===== src/rtl/cn_pkg.sv =====
// Shared types and default widths for the check-node message regenerator.
package cn_pkg;

    localparam int unsigned CN_BITS = 8;
    localparam int unsigned CN_K    = 5;

    typedef enum logic {
        IDLE   = 1'b0,
        STREAM = 1'b1
    } cn_state_e;

    // Compressed check-node record kept for the duration of one row
    typedef struct packed {
        logic [CN_BITS-2:0] min1;
        logic [CN_BITS-2:0] min2;
        logic [CN_K-1:0]    idx;
        logic               par;
    } cn_rec_t;

endpackage


===== src/rtl/cn_msg_sel.sv =====
// Per-edge magnitude select, optional offset-min-sum reduction and sign apply.
// Offset reduction is enabled by defining OMS_OFFSET_EN.
module cn_msg_sel
    import cn_pkg::*;
#(
    parameter int unsigned BITS   = CN_BITS,
    parameter int unsigned K      = CN_K,
    parameter int unsigned OFFSET = 1
) (
    input  logic [K-1:0]    edge_i,
    input  logic [K-1:0]    idx_i,
    input  logic [BITS-2:0] min1_i,
    input  logic [BITS-2:0] min2_i,
    input  logic            sgn_i,
    output logic [BITS-1:0] msg_o
);

    // A zero subtrahend makes the reduction below an identity (plain min-sum)
`ifdef OMS_OFFSET_EN
    localparam int unsigned OFFSET_EFF = OFFSET;
`else
    localparam int unsigned OFFSET_EFF = 0 * OFFSET;
`endif
    localparam logic [BITS-2:0] OFF = (BITS-1)'(OFFSET_EFF);

    logic [BITS-2:0] mag;
    logic [BITS-2:0] mag_r;
    logic [BITS-1:0] mag_ext;

    always_comb begin
        mag     = (edge_i == idx_i) ? min2_i : min1_i;
        mag_r   = (mag > OFF) ? (mag - OFF) : '0;
        mag_ext = {1'b0, mag_r};
        msg_o   = sgn_i ? (BITS'(0) - mag_ext) : mag_ext;
    end

endmodule


===== src/rtl/cn_msg_expand.sv =====
// Serial check-node message regenerator: expands one compressed min-sum record
// into DEG signed check-to-variable messages. Optional feature: OMS_OFFSET_EN.
module cn_msg_expand
    import cn_pkg::*;
#(
    parameter int unsigned BITS   = CN_BITS,
    parameter int unsigned DEG    = 32,
    parameter int unsigned K      = CN_K,
    parameter int unsigned OFFSET = 1
) (
    input  logic            clk,
    input  logic            rst,
    input  logic            in_valid,
    output logic            in_ready,
    input  logic [BITS-2:0] in_min1,
    input  logic [BITS-2:0] in_min2,
    input  logic [K-1:0]    in_idx,
    input  logic            in_par,
    input  logic [DEG-1:0]  in_sgn,
    output logic            out_valid,
    input  logic            out_ready,
    output logic [BITS-1:0] out_msg,
    output logic [K-1:0]    out_edge,
    output logic            out_last
);

    localparam logic [K-1:0] LAST_EDGE = K'(DEG - 1);

    cn_state_e       state_q, state_d;
    cn_rec_t         rec_q, rec_d;
    logic [DEG-1:0]  sgn_q, sgn_d;
    logic            out_valid_q, out_valid_d;
    logic [BITS-1:0] out_msg_q, out_msg_d;
    logic [K-1:0]    out_edge_q, out_edge_d;
    logic            out_last_q, out_last_d;

    logic            accept;
    logic            advance;
    logic [K-1:0]    sel_edge;
    logic [K-1:0]    sel_idx;
    logic [BITS-2:0] sel_min1;
    logic [BITS-2:0] sel_min2;
    logic            sel_sgn;
    logic [BITS-1:0] sel_msg;

    assign in_ready = (state_q == IDLE) | (out_valid_q & out_ready & out_last_q);
    assign accept   = in_valid & in_ready;
    assign advance  = out_valid_q & out_ready;

    // The selector sees the incoming record (edge 0) on a load, else the held record at e+1
    always_comb begin
        sel_edge = out_edge_q + K'(1);
        sel_idx  = K'(rec_q.idx);
        sel_min1 = (BITS-1)'(rec_q.min1);
        sel_min2 = (BITS-1)'(rec_q.min2);
        sel_sgn  = rec_q.par ^ sgn_q[sel_edge];
        if (accept) begin
            sel_edge = '0;
            sel_idx  = in_idx;
            sel_min1 = in_min1;
            sel_min2 = in_min2;
            sel_sgn  = in_par ^ in_sgn[0];
        end
    end

    cn_msg_sel #(
        .BITS   (BITS),
        .K      (K),
        .OFFSET (OFFSET)
    ) u_sel (
        .edge_i (sel_edge),
        .idx_i  (sel_idx),
        .min1_i (sel_min1),
        .min2_i (sel_min2),
        .sgn_i  (sel_sgn),
        .msg_o  (sel_msg)
    );

    // Next-state and output-register logic
    always_comb begin
        state_d     = state_q;
        rec_d       = rec_q;
        sgn_d       = sgn_q;
        out_valid_d = out_valid_q;
        out_msg_d   = out_msg_q;
        out_edge_d  = out_edge_q;
        out_last_d  = out_last_q;

        if (accept) begin
            state_d     = STREAM;
            rec_d.min1  = (CN_BITS-1)'(in_min1);
            rec_d.min2  = (CN_BITS-1)'(in_min2);
            rec_d.idx   = CN_K'(in_idx);
            rec_d.par   = in_par;
            sgn_d       = in_sgn;
            out_valid_d = 1'b1;
            out_msg_d   = sel_msg;
            out_edge_d  = '0;
            out_last_d  = 1'b0;
        end else begin
            case (state_q)
                IDLE: begin
                    out_valid_d = 1'b0;
                end
                STREAM: begin
                    if (advance) begin
                        if (out_last_q) begin
                            state_d     = IDLE;
                            out_valid_d = 1'b0;
                            out_last_d  = 1'b0;
                        end else begin
                            out_msg_d  = sel_msg;
                            out_edge_d = sel_edge;
                            out_last_d = (sel_edge == LAST_EDGE);
                        end
                    end
                end
                default: begin
                    state_d     = IDLE;
                    out_valid_d = 1'b0;
                end
            endcase
        end
    end

    always_ff @(posedge clk or posedge rst) begin
        if (rst) begin
            state_q     <= IDLE;
            rec_q       <= '0;
            sgn_q       <= '0;
            out_valid_q <= 1'b0;
            out_msg_q   <= '0;
            out_edge_q  <= '0;
            out_last_q  <= 1'b0;
        end else begin
            state_q     <= state_d;
            rec_q       <= rec_d;
            sgn_q       <= sgn_d;
            out_valid_q <= out_valid_d;
            out_msg_q   <= out_msg_d;
            out_edge_q  <= out_edge_d;
            out_last_q  <= out_last_d;
        end
    end

    assign out_valid = out_valid_q;
    assign out_msg   = out_msg_q;
    assign out_edge  = out_edge_q;
    assign out_last  = out_last_q;

endmodule


===== config.mk =====
export PLATFORM = sky130hd
export DESIGN_NAME = cn_msg_expand
export DESIGN_NICKNAME = d
export VERILOG_FILES = /design/src/rtl/cn_pkg.sv /design/src/rtl/cn_msg_sel.sv /design/src/rtl/cn_msg_expand.sv
export SDC_FILE = /design/constraint.sdc
export NUM_CORES = 1
export LEC_CHECK = 0
export ABC_CLOCK_PERIOD_IN_PS = 6800
export BUFFER_PORTS_ARGS = -buffer_cell sky130_fd_sc_hd__buf_2
export CORE_ASPECT_RATIO = 1.75
export CORE_MARGIN = 2
export CORE_UTILIZATION = 45
export DETAILED_ROUTE_END_ITERATION = 10
export HOLD_SLACK_MARGIN = 0.12
export PLACE_DENSITY_LB_ADDON = 0.12
export SKIP_LAST_GASP = 1
export SLEW_MARGIN = 25
export SYNTH_ARGS = -nofsm -noshare
export SYNTH_HDL_FRONTEND = slang
export SYNTH_SLANG_ARGS = --single-unit

===== constraint.sdc =====
create_clock -name clk -period 6.8 [get_ports clk]
set_input_delay 1.02 -clock clk [delete_from_list [all_inputs] [get_ports clk]]
set_output_delay 1.02 -clock clk [all_outputs]
set_load 0.05 [all_outputs]

Yosys cells after proc, flatten, opt, wreduce, memory -nomap -nowiden
Index checks and enable logic that the tools add are counted. W data, S select, Z words.

Add/subtract/negate cells: 2. Multiply operators: 0. Divide/modulo/power cells: 0. $lt $le $gt $ge: 2. Eq/ne operators: 5. Shift-type cells: 0. Mux-type cells: 30. Bitwise logic cells: 7. Reductions and logical operators: 5.

Operators by type and width (count): $mux W8 (5); $mux W5 (6); $mux W7 (4); $mux W1 (13); $sub A1 B7 Y8 const A (1); $gt A7 B1 Y1 const B (1); $lt A5 B6 Y1 const B (1); $ne A3 B1 Y1 const B (2); $add A5 B1 Y5 const B (1); $bmux W1 S5 (1); $eq A5 B5 Y1 (1); $eq A5 B5 Y1 const B (1); $reduce_and A2 Y1 (2); $reduce_bool A2 Y1 (2); $and A1 B1 Y1 (3); $reduce_and A3 Y1 (1); $ne A2 B1 Y1 const B (1); $pmux W1 S2 (1); $xor A1 B1 Y1 (2); $not A1 Y1 (1); $or A1 B1 Y1 (1).

Register bits after elaboration: 68. Latch bits: 0. Bits in writable memories: 0. Bits in read-only memories: 0. Input port bits: 56. Output and inout bits: 16. Memories kept: 0.

Depth between registers and ports, before layout
Gate-level depths: netlist (run 1).

Word-level depth: 15. Depth in mapped cells: 15. Depth with buffers taken out: 12.

By module
Synthesis (run 1) repeated with hierarchy kept, for this count alone.

Cells, all modules: 303. Area, all modules: 3719.8 µm².

By module, submodules not included: cn_msg_expand (times used 1, cells an instance 241, area each 3259.4 µm², sequential area each 1701.6 µm²); cn_msg_sel (times used 1, cells an instance 62, area each 460.4 µm², sequential area each 0.0 µm²).

Worst setup path after synthesis (run 1)
Ideal clock, no wire load.

Path type: input-to-reg. Start point: input port out_ready. End point: register out_msg_q[5], in the netlist out_msg[5]. Data arrival time: 3.451 ns. Required time: 6.661 ns. Setup slack: 3.210 ns. Cell stages on the path: 14. Buffers on the path: 3. Path through: nand3_1 -> a21o_1 -> clkbuf_1 -> nor3_1 -> a31oi_2 -> buf_6 -> buf_6 -> mux2i_1 -> ha_1 -> o21ai_0 -> a211o_1 -> o21ai_0 -> or3_1 -> a31oi_1.

Longest elaborated chain between the ends: 15. Elaborated cells between the ends (all ways): 23. Those cells by class: add/sub (1); order compare (1); eq/ne (2); mux (12); bitwise (4); reduce/logical (3).

Ends and longest elaborated chain: start: declaration (line cn_msg_expand.sv:21) `input logic out_ready,`; $and A1 B1 Y1 * (line cn_msg_expand.sv:46, cn_msg_expand.sv:48); $and A1 B1 Y1 (line cn_msg_expand.sv:46) `assign in_ready = (state_q == IDLE) | (out_valid_q & out_ready & out_last_q);`; $or A1 B1 Y1 (line cn_msg_expand.sv:46); $and A1 B1 Y1 (line cn_msg_expand.sv:47) `assign accept = in_valid & in_ready;`; $mux W5 (line cn_msg_expand.sv:57) `if (accept) begin`; $eq A5 B5 Y1 (line cn_msg_sel.sv:31) `mag = (edge_i == idx_i) ? min2_i : min1_i;`; $mux W7 (line cn_msg_sel.sv:31); $gt A7 B1 Y1 (line cn_msg_sel.sv:32) `mag_r = (mag > OFF) ? (mag - OFF) : '0;`; $mux W7 (line cn_msg_sel.sv:32); $sub A1 B7 Y8 (line cn_msg_sel.sv:34) `msg_o = sgn_i ? (BITS'(0) - mag_ext) : mag_ext;`; $mux W8 (line cn_msg_sel.sv:34); $mux W8 (line cn_msg_expand.sv:107) `if (out_last_q) begin`; $mux W8 (line cn_msg_expand.sv:106) `if (advance) begin`; $mux W8 (line cn_msg_expand.sv:101) `case (state_q)`; $mux W8 (line cn_msg_expand.sv:89) `if (accept) begin`; end signal: assignment (line cn_msg_expand.sv:140) `out_msg_q <= out_msg_d;`; end: declaration (line cn_msg_expand.sv:33) `logic [BITS-1:0] out_msg_q, out_msg_d;`.

Every way passes the cells marked *; elsewhere a longest branch is shown, timed or not. The select of a mux whose other input is x is not followed. A chain may end at the register's enable or synchronous reset.

Final worst setup path (run 1)
Start point: register out_edge_q[0], in the netlist out_edge[0]. End point: register out_msg_q[3], in the netlist out_msg[3].

Longest elaborated chain between the ends: 12. Elaborated cells between the ends (all ways): 16. Those cells by class: add/sub (2); order compare (1); eq/ne (1); mux (11); bitwise (1).

Ends and longest elaborated chain: start: declaration (line cn_msg_expand.sv:34) `logic [K-1:0] out_edge_q, out_edge_d;`; start signal: assignment (line cn_msg_expand.sv:141) `out_edge_q <= out_edge_d;`; $add A5 B1 Y5 * (line cn_msg_expand.sv:52) `sel_edge = out_edge_q + K'(1);`; $mux W5 (line cn_msg_expand.sv:57); $eq A5 B5 Y1 (line cn_msg_sel.sv:31); $mux W7 (line cn_msg_sel.sv:31); $gt A7 B1 Y1 (line cn_msg_sel.sv:32); $mux W7 (line cn_msg_sel.sv:32); $sub A1 B7 Y8 (line cn_msg_sel.sv:34); $mux W8 * (line cn_msg_sel.sv:34); $mux W8 (line cn_msg_expand.sv:107); $mux W8 (line cn_msg_expand.sv:106); $mux W8 (line cn_msg_expand.sv:101); $mux W8 * (line cn_msg_expand.sv:89).

Marks and branches as above.

==> results of run 1 <==
power groups by stage:
stage                     Combinational, µW  Sequential [µW]  Clock, µW
final                                   605              547        428
after global routing                    663              558        452
after CTS                               606              548        436
after detailed placement                604              555          0
after global placement                  599              552          0
after floorplan                         401              647          0
area by class of cell:
cell class / count / area (µm²) / area share, %
Clock buffer: 13 / 260 / 6.11
Clock inverter: 2 / 10.0 / 0.235
Inverter: 11 / 41.3 / 0.969
Multi-Input combinational cell: 294 / 1760 / 41.3
Sequential cell: 68 / 1700 / 39.9
Tap cell: 90 / 113 / 2.64
Timing Repair Buffer: 74 / 378 / 8.87
sequential cells by signal (all words and copies together), names as in the netlist:
register and cells:
sgn_q 32, rec_q 20, out_msg 8, out_edge 5, out_last 1, out_valid 1
state_q 1
synth_stat cells (3+ instances only):
cell,count
a31oi_1,5
a21oi_1,6
nor3_1,9
clkbuf_1,8
buf_6,7
dfrtp_1,68
ha_1,3
o21ai_0,12
or3_1,8
mux2_2,3
o31ai_1,6
nor4_1,4
xnor2_1,5
mux2i_1,17
nand3_1,12
mux4_1,6
buf_1,4
nor2_1,20
mux4_2,3
inv_1,11
nand2_1,146
worst max-delay path by stage:
| stage | from | end | slack [ps] | depth (start not counted) |
|---|---|---|---|---|
| after global routing | out_edge[0] | out_msg[5] | 2420 | 12 |
| final | out_edge[0] | out_msg[3] | 2850 | 12 |
| after floorplan | out_ready | out_msg[5] | 3210 | 14 |
| after detailed placement | out_ready | out_msg[3] | 2560 | 12 |
| after global placement | out_ready | out_msg[3] | 2750 | 12 |
| after CTS | out_edge[0] | out_msg[3] | 2640 | 12 |
per-stage QoR:
stage                     setup slack (ps)  instances  power, µW
after floorplan                       3210        395       1050
after global placement                2750        537       1150
after detailed placement              2560        537       1160
after CTS                             2640        552       1590
after global routing                  2420        552       1670
final                                 2850        552       1580
worst reg2reg max path: cells and delay by family, from the launching register on:
family                     cells  cell delay (ps)
DFF                            1              690
muxes                          2              380
adders and majority gates      2              700
and+or+nand+nor                4              870
AOI/OAI and AO/OA              4             1240
cells in the final DEF (no fill, tap or decap), types with 2 or more instances in the layout:
cell type / instances
nand2_1: 146
buf_2: 71
dfrtp_1: 68
nor2_1: 20
mux2i_1: 17
nand3_1: 12
o21ai_0: 12
inv_1: 10
nor3_1: 9
clkbuf_16: 9
or3_1: 8
o31ai_1: 6
mux4_1: 6
xnor2_1: 5
a31oi_1: 5
a21oi_1: 5
nor4_1: 4
mux4_2: 3
mux2_2: 3
ha_1: 3
buf_4: 3
a21oi_2: 2
a211oi_1: 2
o41ai_1: 2
clkbuf_8: 2
clkinv_2: 2
clkbuf_1: 2
logic make-up after synthesis:
group                    Yosys count  share of synthesized area [%]
adder cells (fa/ha/maj)            3                           1.04
flip-flops                        68                           46.9
multiplexers                      29                           11.8
buffers and inverters             33                           5.18
XOR/XNOR                           7                           1.90
AO/OA/AOI/OAI                     47                           8.94
AND/OR/NAND/NOR                  208                           24.2
per-layer routing:
metal  routed length (µm)  vias to the layer above
met2                 4790                       71
met4                  397                        0
met1                 3310                     1391
met5                    0                        -
met3                  348                       29
li1                     -                     1469
==> results.cfg, run 1 <==
[status]
run_status = finished clean

[grt]
antenna_found_initial = 0
grtUsageMet2_pct = 39.0
grt.total_usage_pct = 21.9
grt_max_degree = 69
top_usage_layer = met2
overflow = 0
grt_util_met3_pct = 4.02
met1_usage_pct = 23.3
grt_pass1_vias = 3030
grt_pass1_wl_mm = 14.4

[timing]
fmax_mhz = 253
setup_viol = 0
setup_tns_ps = 0
clock_skew_ps = 5.87
holdWs_ps = 472
tightest_slew_ps = 857
fin_crit_sh_pct = 58.0
rsz0062_at_grt = no
min_period_ps = 3950
slew_viol_final = 0
relSlewSlack_pct = 42.9
hold_viol_final = 0

[cells_and_area]
fill_cells = 740
fin_area_um2 = 4260
area_growth_pct = 17.5
drive_gt1_share_pct = 22.3
nNetsFinal = 517
antennaDiodeCount = 0
final_util_pct = 54.3

[clock_network]
path_clk_slew_ps = 50
ctsRootBufferMaster = clkbuf_16
cts_max_level = 3
holdBufCountCts = 0
cts_tree = done
cts-buffers-inserted = 9
cts_resized = 0
cts.sinks = 68
clock_latency_ps = 340
cts_buffer_depth = 2
post_cts_buffers = 0

[critical_path]
worstPathRequired_ps = 7070
r2r-start = out_edge[0]
critical_path_class = flip-flop to flip-flop
cp_num_buf_inv = 0
r2r_cells = 12
worstPathMaxFanout = 21
start_kind = flip-flop
cp_slowest_cell = dfrtp_1
cpMostUsedCell = nand3_1
end_kind = flip-flop
r2r_setup_slack_ps = 2850
path_delay_family = compound AO/OA/AOI/OAI gates
r2r-end = out_msg[3]
critical_path_arrival_ps = 4220
cpPeakStageDelay_ps = 690
path_cells = ha_1, nand3_1, o21ba_2, a211oi_1, a31oi_4, mux2i_1, ha_1, nand3_1, mux2i_1, a311oi_1, or4b_1, nand3_1

[synthesis]
yosys.area.top_type = dfrtp_1
ys_ff_latch = 68
synth_area_um2 = 3630
synth_cell_types = 49
yosysSeqAreaShare_pct = 46.9
ys.flop_type = dfrtp_1
synth_edf_count = 0
synth_nets = 454
async_flop_share_pct = 100
avgSynthCellArea_um2 = 9.18
yosysTopAreaCellShare_pct = 46.9
synth_warnings = 0
synth.area.top_cells = dfrtp_1 (47%), nand2_1 (15%), mux2i_1 (4.7%)
netlist_instances = 395

[route]
first_pass_iters = 4
wl_per_cell_um = 16.0
drt_iter0_markers = 186
wl_mm = 8.85
drc = 0
via_per_inst = 5.36
ant_nets = 0
vias = 2960

[min_path]
holdPathStages = 2
min-delay-start = sgn_q[13]
hold_path_end = sgn_q[13]
hold_class = flip-flop to flip-flop

[floorplan]
die_w_um = 71.9
initial_core_util_pct = 46.2
core_um2 = 7860
rows = 43
io_pins = 72
die-area_um2 = 8820
die_h_um = 123

[placed_design]
gp_congestion = 0.821
place_area_um2 = 3980
dp_hpwl_mm = 6.39
io_buffers = 71

[power_and_ir_drop]
switching_share_pct = 38.4
power_frac_seq_pct = 34.6
combPwrFrac_pct = 38.3
power_leakage_uw = 0.00221
p_int_uw = 973
pwr-share-clk_pct = 27.1
p_sw_uw = 606
p_per_area_nw_per_um2 = 371
peakVddDrop_v = 0.000162

[run]
cap_violations = 0
Power figures use the tool's default switching activity.
==> inputs of run 2 (changes only) <==
Settings changed: ABC_CLOCK_PERIOD_IN_PS 6800 to 3400.
Clock period 6.8 ns to 3.4 ns, I/O delays scaled along.
==> run 2 against run 1 <==
Worst setup slack worse by 2500 ps. Routed wire length grew 1.3%. Flip-flop and latch count unchanged. Worst hold slack worse by 160 ps. Combinational power grew 110%. Critical path depth fell by 3. Core utilization is 1.1 points higher. Sequential share of layout area decreased by 0.76 points. Via count increased by 2.5%. Sequential power is 96% higher. Critical endpoint is now out_msg[5]. Largest cell class unchanged.
==> results.cfg, run 2 (synthesized netlist as in run 1, its figures left out) <==
[timing]
setup_viol = 0
fin_crit_sh_pct = 90.4
tightest_slew_ps = 763
slew_viol_final = 0
clock_skew_ps = 4.39
holdWs_ps = 310
min_period_ps = 3080
fmax_mhz = 325
relSlewSlack_pct = 49.1
hold_viol_final = 0
setup_tns_ps = 0
rsz0062_at_grt = no

[critical_path]
r2r_cells = 9
crit_start = out_edge[1]
start_kind = flip-flop
end_kind = flip-flop
critical_path_class = flip-flop to flip-flop
worstPathMaxFanout = 8
r2r-start = out_edge[1]
worstPathRequired_ps = 3660
critical_path_arrival_ps = 3340

[clock_network]
cts-buffers-inserted = 9
cts_max_level = 3
ctsRootBufferMaster = clkbuf_16
cts_buffer_depth = 2
clock_latency_ps = 340
post_cts_buffers = 0
path_clk_slew_ps = 50
cts.sinks = 68
cts_tree = done

[route]
drt_iter0_markers = 146
via_per_inst = 5.40
drc = 0
vias = 3035
first_pass_iters = 4
wl_mm = 8.96
ant_nets = 0
wl_per_cell_um = 15.9

[grt]
grt_pass1_vias = 3099
grt.total_usage_pct = 22.1
antenna_found_initial = 0
grt_max_degree = 38
grt_pass1_wl_mm = 14.4
overflow = 0

[floorplan]
die-area_um2 = 8820
io_pins = 72
rows = 43
die_h_um = 123
initial_core_util_pct = 46.2
die_w_um = 71.9
core_um2 = 7860

[cells_and_area]
multi_input_comb_area_um2 = 1750
fill_cells = 758
area_growth_pct = 20.0
drive_gt1_share_pct = 24.4
final_util_pct = 55.4
largest_reg_flops = 32
final_common_cell = nand2_1
mostFrequentLayoutCells = nand2_1 (146), buf_2 (71), dfrtp_1 (66)
antennaDiodeCount = 0
nNetsFinal = 526
largest-register = sgn_q
seqCellArea_um2 = 1700

[placed_design]
dp_hpwl_mm = 6.72
gp_congestion = 0.852
io_buffers = 71

[power_and_ir_drop]
p_per_area_nw_per_um2 = 748
peakVddDrop_v = 0.000338
power_leakage_uw = 0.00225

[min_path]
hold_class = input pin to asynchronous set/reset pin

[run]
cap_violations = 0

[status]
run_status = finished clean
## run 2: changes by cell type in the layout (fill, tap and decap cells not counted), sizes merged
cell,before,now
buf,74,83
clkbuf,13,15
clkinv,2,1
## run 2: critical path, cell delays in order, from the launching register on
cell     delay, ps
dfrtp_2        410
ha_2           440
mux4_2         520
mux4_2         450
or2_1          260
a21oi_2        140
nor3b_2         80
buf_4          170
or3_1          370
a31oi_1        160
## run 2: final cells by class
type                    instances  area share (%)
multi-input cells             294            40.3
flip-flops and latches         68            39.2
repair buffers                 83            10.5
clock buffers                  15            6.38
well taps                      90            2.59
inverters                      11           0.949
clock inverters                 1           0.115
## run 2: report_power, final
part	internal, µW	leakage [µW]	switching [µW]
combinational	522	0.00127	779
clock	553	0.000140	334
sequential	956	0.000844	110
## run 2: metrics by stage
| step | power [µW] | setup slack [ps] | area (µm²) | cells |
|---|---|---|---|---|
| 2_1_floorplan | 2100 | 66.8 | 3630 | 395 |
| 3_3_place_gp | 2360 | 286 | 4060 | 546 |
| 3_5_place_dp | 2380 | 256 | 4070 | 546 |
| 4_1_cts | 3280 | 256 | 4350 | 562 |
| 5_1_grt | 3430 | 56.6 | 4350 | 562 |
| 6_report | 3250 | 325 | 4350 | 562 |
## run 2: worst paths after layout
path                                   end  slack (ps)
worst max register to register  out_msg[5]         320
min in group clk                 sgn_q[24]         360
max in group asynchronous        sgn_q[21]        2440
worst max-delay path            out_msg[5]         320
worst min register to register   sgn_q[16]         460
worst min-delay path             rec_q[19]         310
## run 2: what timing repair did
action / in CTS / in global routing
resized for setup: 0 / 1
hold buffers: 0 / 0
endpoints found under the setup margin: 0 / 1
## run 2: routing by layer
| layer | vias to the layer above | track usage [%] | wire length (µm) |
|---|---|---|---|
| li1 | 1486 | - | - |
| met1 | 1434 | 22.8 | 3360 |
| met2 | 87 | 38.6 | 4740 |
| met3 | 28 | 3.69 | 314 |
| met4 | 0 | 17.5 | 546 |
| met5 | - | 0 | 0 |
==> inputs of run 3 (changes only) <==
Settings changed: CORE_ASPECT_RATIO 1.75 to 0.6, GPL_TIMING_DRIVEN from default to 0, PLACE_DENSITY_LB_ADDON 0.12 to 0.15.
==> run 3 against run 2 <==
Critical path depth rose by 5. Clock skew rose by 2.2 ps. Flip-flop and latch count did not move. Global-route usage rose by 0.48 points. Final cell count rose by 6.8%. Final area rose by 6.8%. Worst hold slack improved by 51 ps. Sequential share of layout area fell by 2.5 points. Core utilization rose by 3.8 points. Non-clock buffer count rose by 20. Register-to-register slack got worse by 200 ps.
==> results.cfg, run 3 (synthesized netlist as in run 1, its figures left out) <==
[timing]
hold_viol_final = 0
fmax_mhz = 305
slew_viol_final = 0
tightest_slew_ps = 592
setup_tns_ps = 0
min_period_ps = 3280
clock_skew_ps = 6.64
fin_crit_sh_pct = 96.4
relSlewSlack_pct = 60.2
setup_viol = 0

[critical_path]
end_kind = flip-flop
start_kind = flip-flop
worstPathMaxFanout = 10
worstPathRequired_ps = 3660
critical_path_arrival_ps = 3540
r2r_cells = 14
critical_path_class = flip-flop to flip-flop

[clock_network]
clock_latency_ps = 340
cts_tree = done
path_clk_slew_ps = 60
ctsRootBufferMaster = clkbuf_16
cts_max_level = 3
cts-buffers-inserted = 9
cts.sinks = 68
cts_buffer_depth = 2

[placed_design]
place_area_um2 = 4150
placed_cells = 575
dp_hpwl_mm = 6.72
io_buffers = 71
gp_congestion = 0.876

[route]
top_layer_used = met4
wl_mm = 9.30
vias = 3156
drc = 0
via_per_inst = 5.26
first_pass_iters = 6
dr_wl_met2_mm = 3.66
met3_length_um = 712
wl_per_cell_um = 15.5
met1_length_mm = 4.81
drt_iter0_markers = 341
ant_nets = 0

[floorplan]
die_h_um = 73.5
core_um2 = 7850
initial_core_util_pct = 46.2
die-area_um2 = 8820
die_w_um = 120
rows = 25
io_pins = 72

[cells_and_area]
layoutNonFillerInstCount = 600
drive_gt1_share_pct = 27.6
largest_reg_flops = 32
fin_area_um2 = 4640
antennaDiodeCount = 0
nNetsFinal = 546
mostFrequentLayoutCells = nand2_1 (146), buf_2 (71), dfrtp_1 (66)
final_common_cell = nand2_1
largest-register = sgn_q
area_growth_pct = 28.1
final_util_pct = 59.2

[power_and_ir_drop]
peakVddDrop_v = 0.000310
power_leakage_uw = 0.00235
p_per_area_nw_per_um2 = 766

[grt]
grt_pass1_vias = 2900
grt.total_usage_pct = 22.5
overflow = 0
antenna_found_initial = 0
grt_max_degree = 53
grt_pass1_wl_mm = 14.9

[status]
run_status = finished clean

[run]
cap_violations = 0

[min_path]
hold_class = input pin to flip-flop
holdPathStages = 3
[run 3: cell type report]
cell class | count | area, µm²
plain buffers | 19 | 135
clock buffers | 11 | 243
clock inverters | 5 | 75.1
fillers | 694 | 3210
inverters | 11 | 43.8
multi-input cells | 294 | 1840
flip-flops and latches | 68 | 1700
well taps | 108 | 135
repair buffers | 84 | 473
[run 3: final timing paths]
path	from	endpoint	slack (ps)
worst min-delay path	in_sgn[15]	sgn_q[15]	360
worst max-delay path	out_edge[1]	out_msg[5]	120
worst max register to register	out_edge[1]	out_msg[5]	120
min in group asynchronous	rst	rec_q[8]	650
max in group asynchronous	rst	out_edge[1]	2200
worst min register to register	sgn_q[9]	sgn_q[9]	470
[run 3: power by group]
part,internal (µW),switching (µW),total [µW]
Clock,658,343,1000
Sequential,955,99.9,1060
Combinational,623,877,1500
Total,2240,1320,3560
[run 3: through the flow]
step	total power [µW]	setup WS [ps]	hold slack (ps)
finish	3560	121	361
detailed placement	2430	-517	454
global route	3740	-30.9	365
CTS	3490	9.38	354
global placement	2410	-497	450
floorplan	2100	66.8	437
[run 3: critical path, cell delays in order (launching register included)]
cell and delay [ps]:
dfrtp_2 420, ha_2 250, and3b_1 230, o2bb2ai_1 190, a211oi_2 100, a31oi_2 260
buf_6 160, buf_6 170, mux2i_4 310, ha_2 260, o21ai_0 120, a211o_1 320
o21ai_2 150, o21ai_0 90, a31oi_1 180
[run 3: timing repair]
action                     4_1_cts  5_1_grt
hold buffers                     1        0
setup buffers                    2        9
hold endpoints to repair        16        0
gates resized for setup         10       11
setup endpoints to repair        6        6
pin swaps                        1        2
[run 3: layer usage]
layer | global-route usage (%) | vias up
li1 | - | 1533
met1 | 34.3 | 1483
met2 | 30.7 | 124
met3 | 7.07 | 16
met4 | 6.41 | 0
met5 | 0 | -
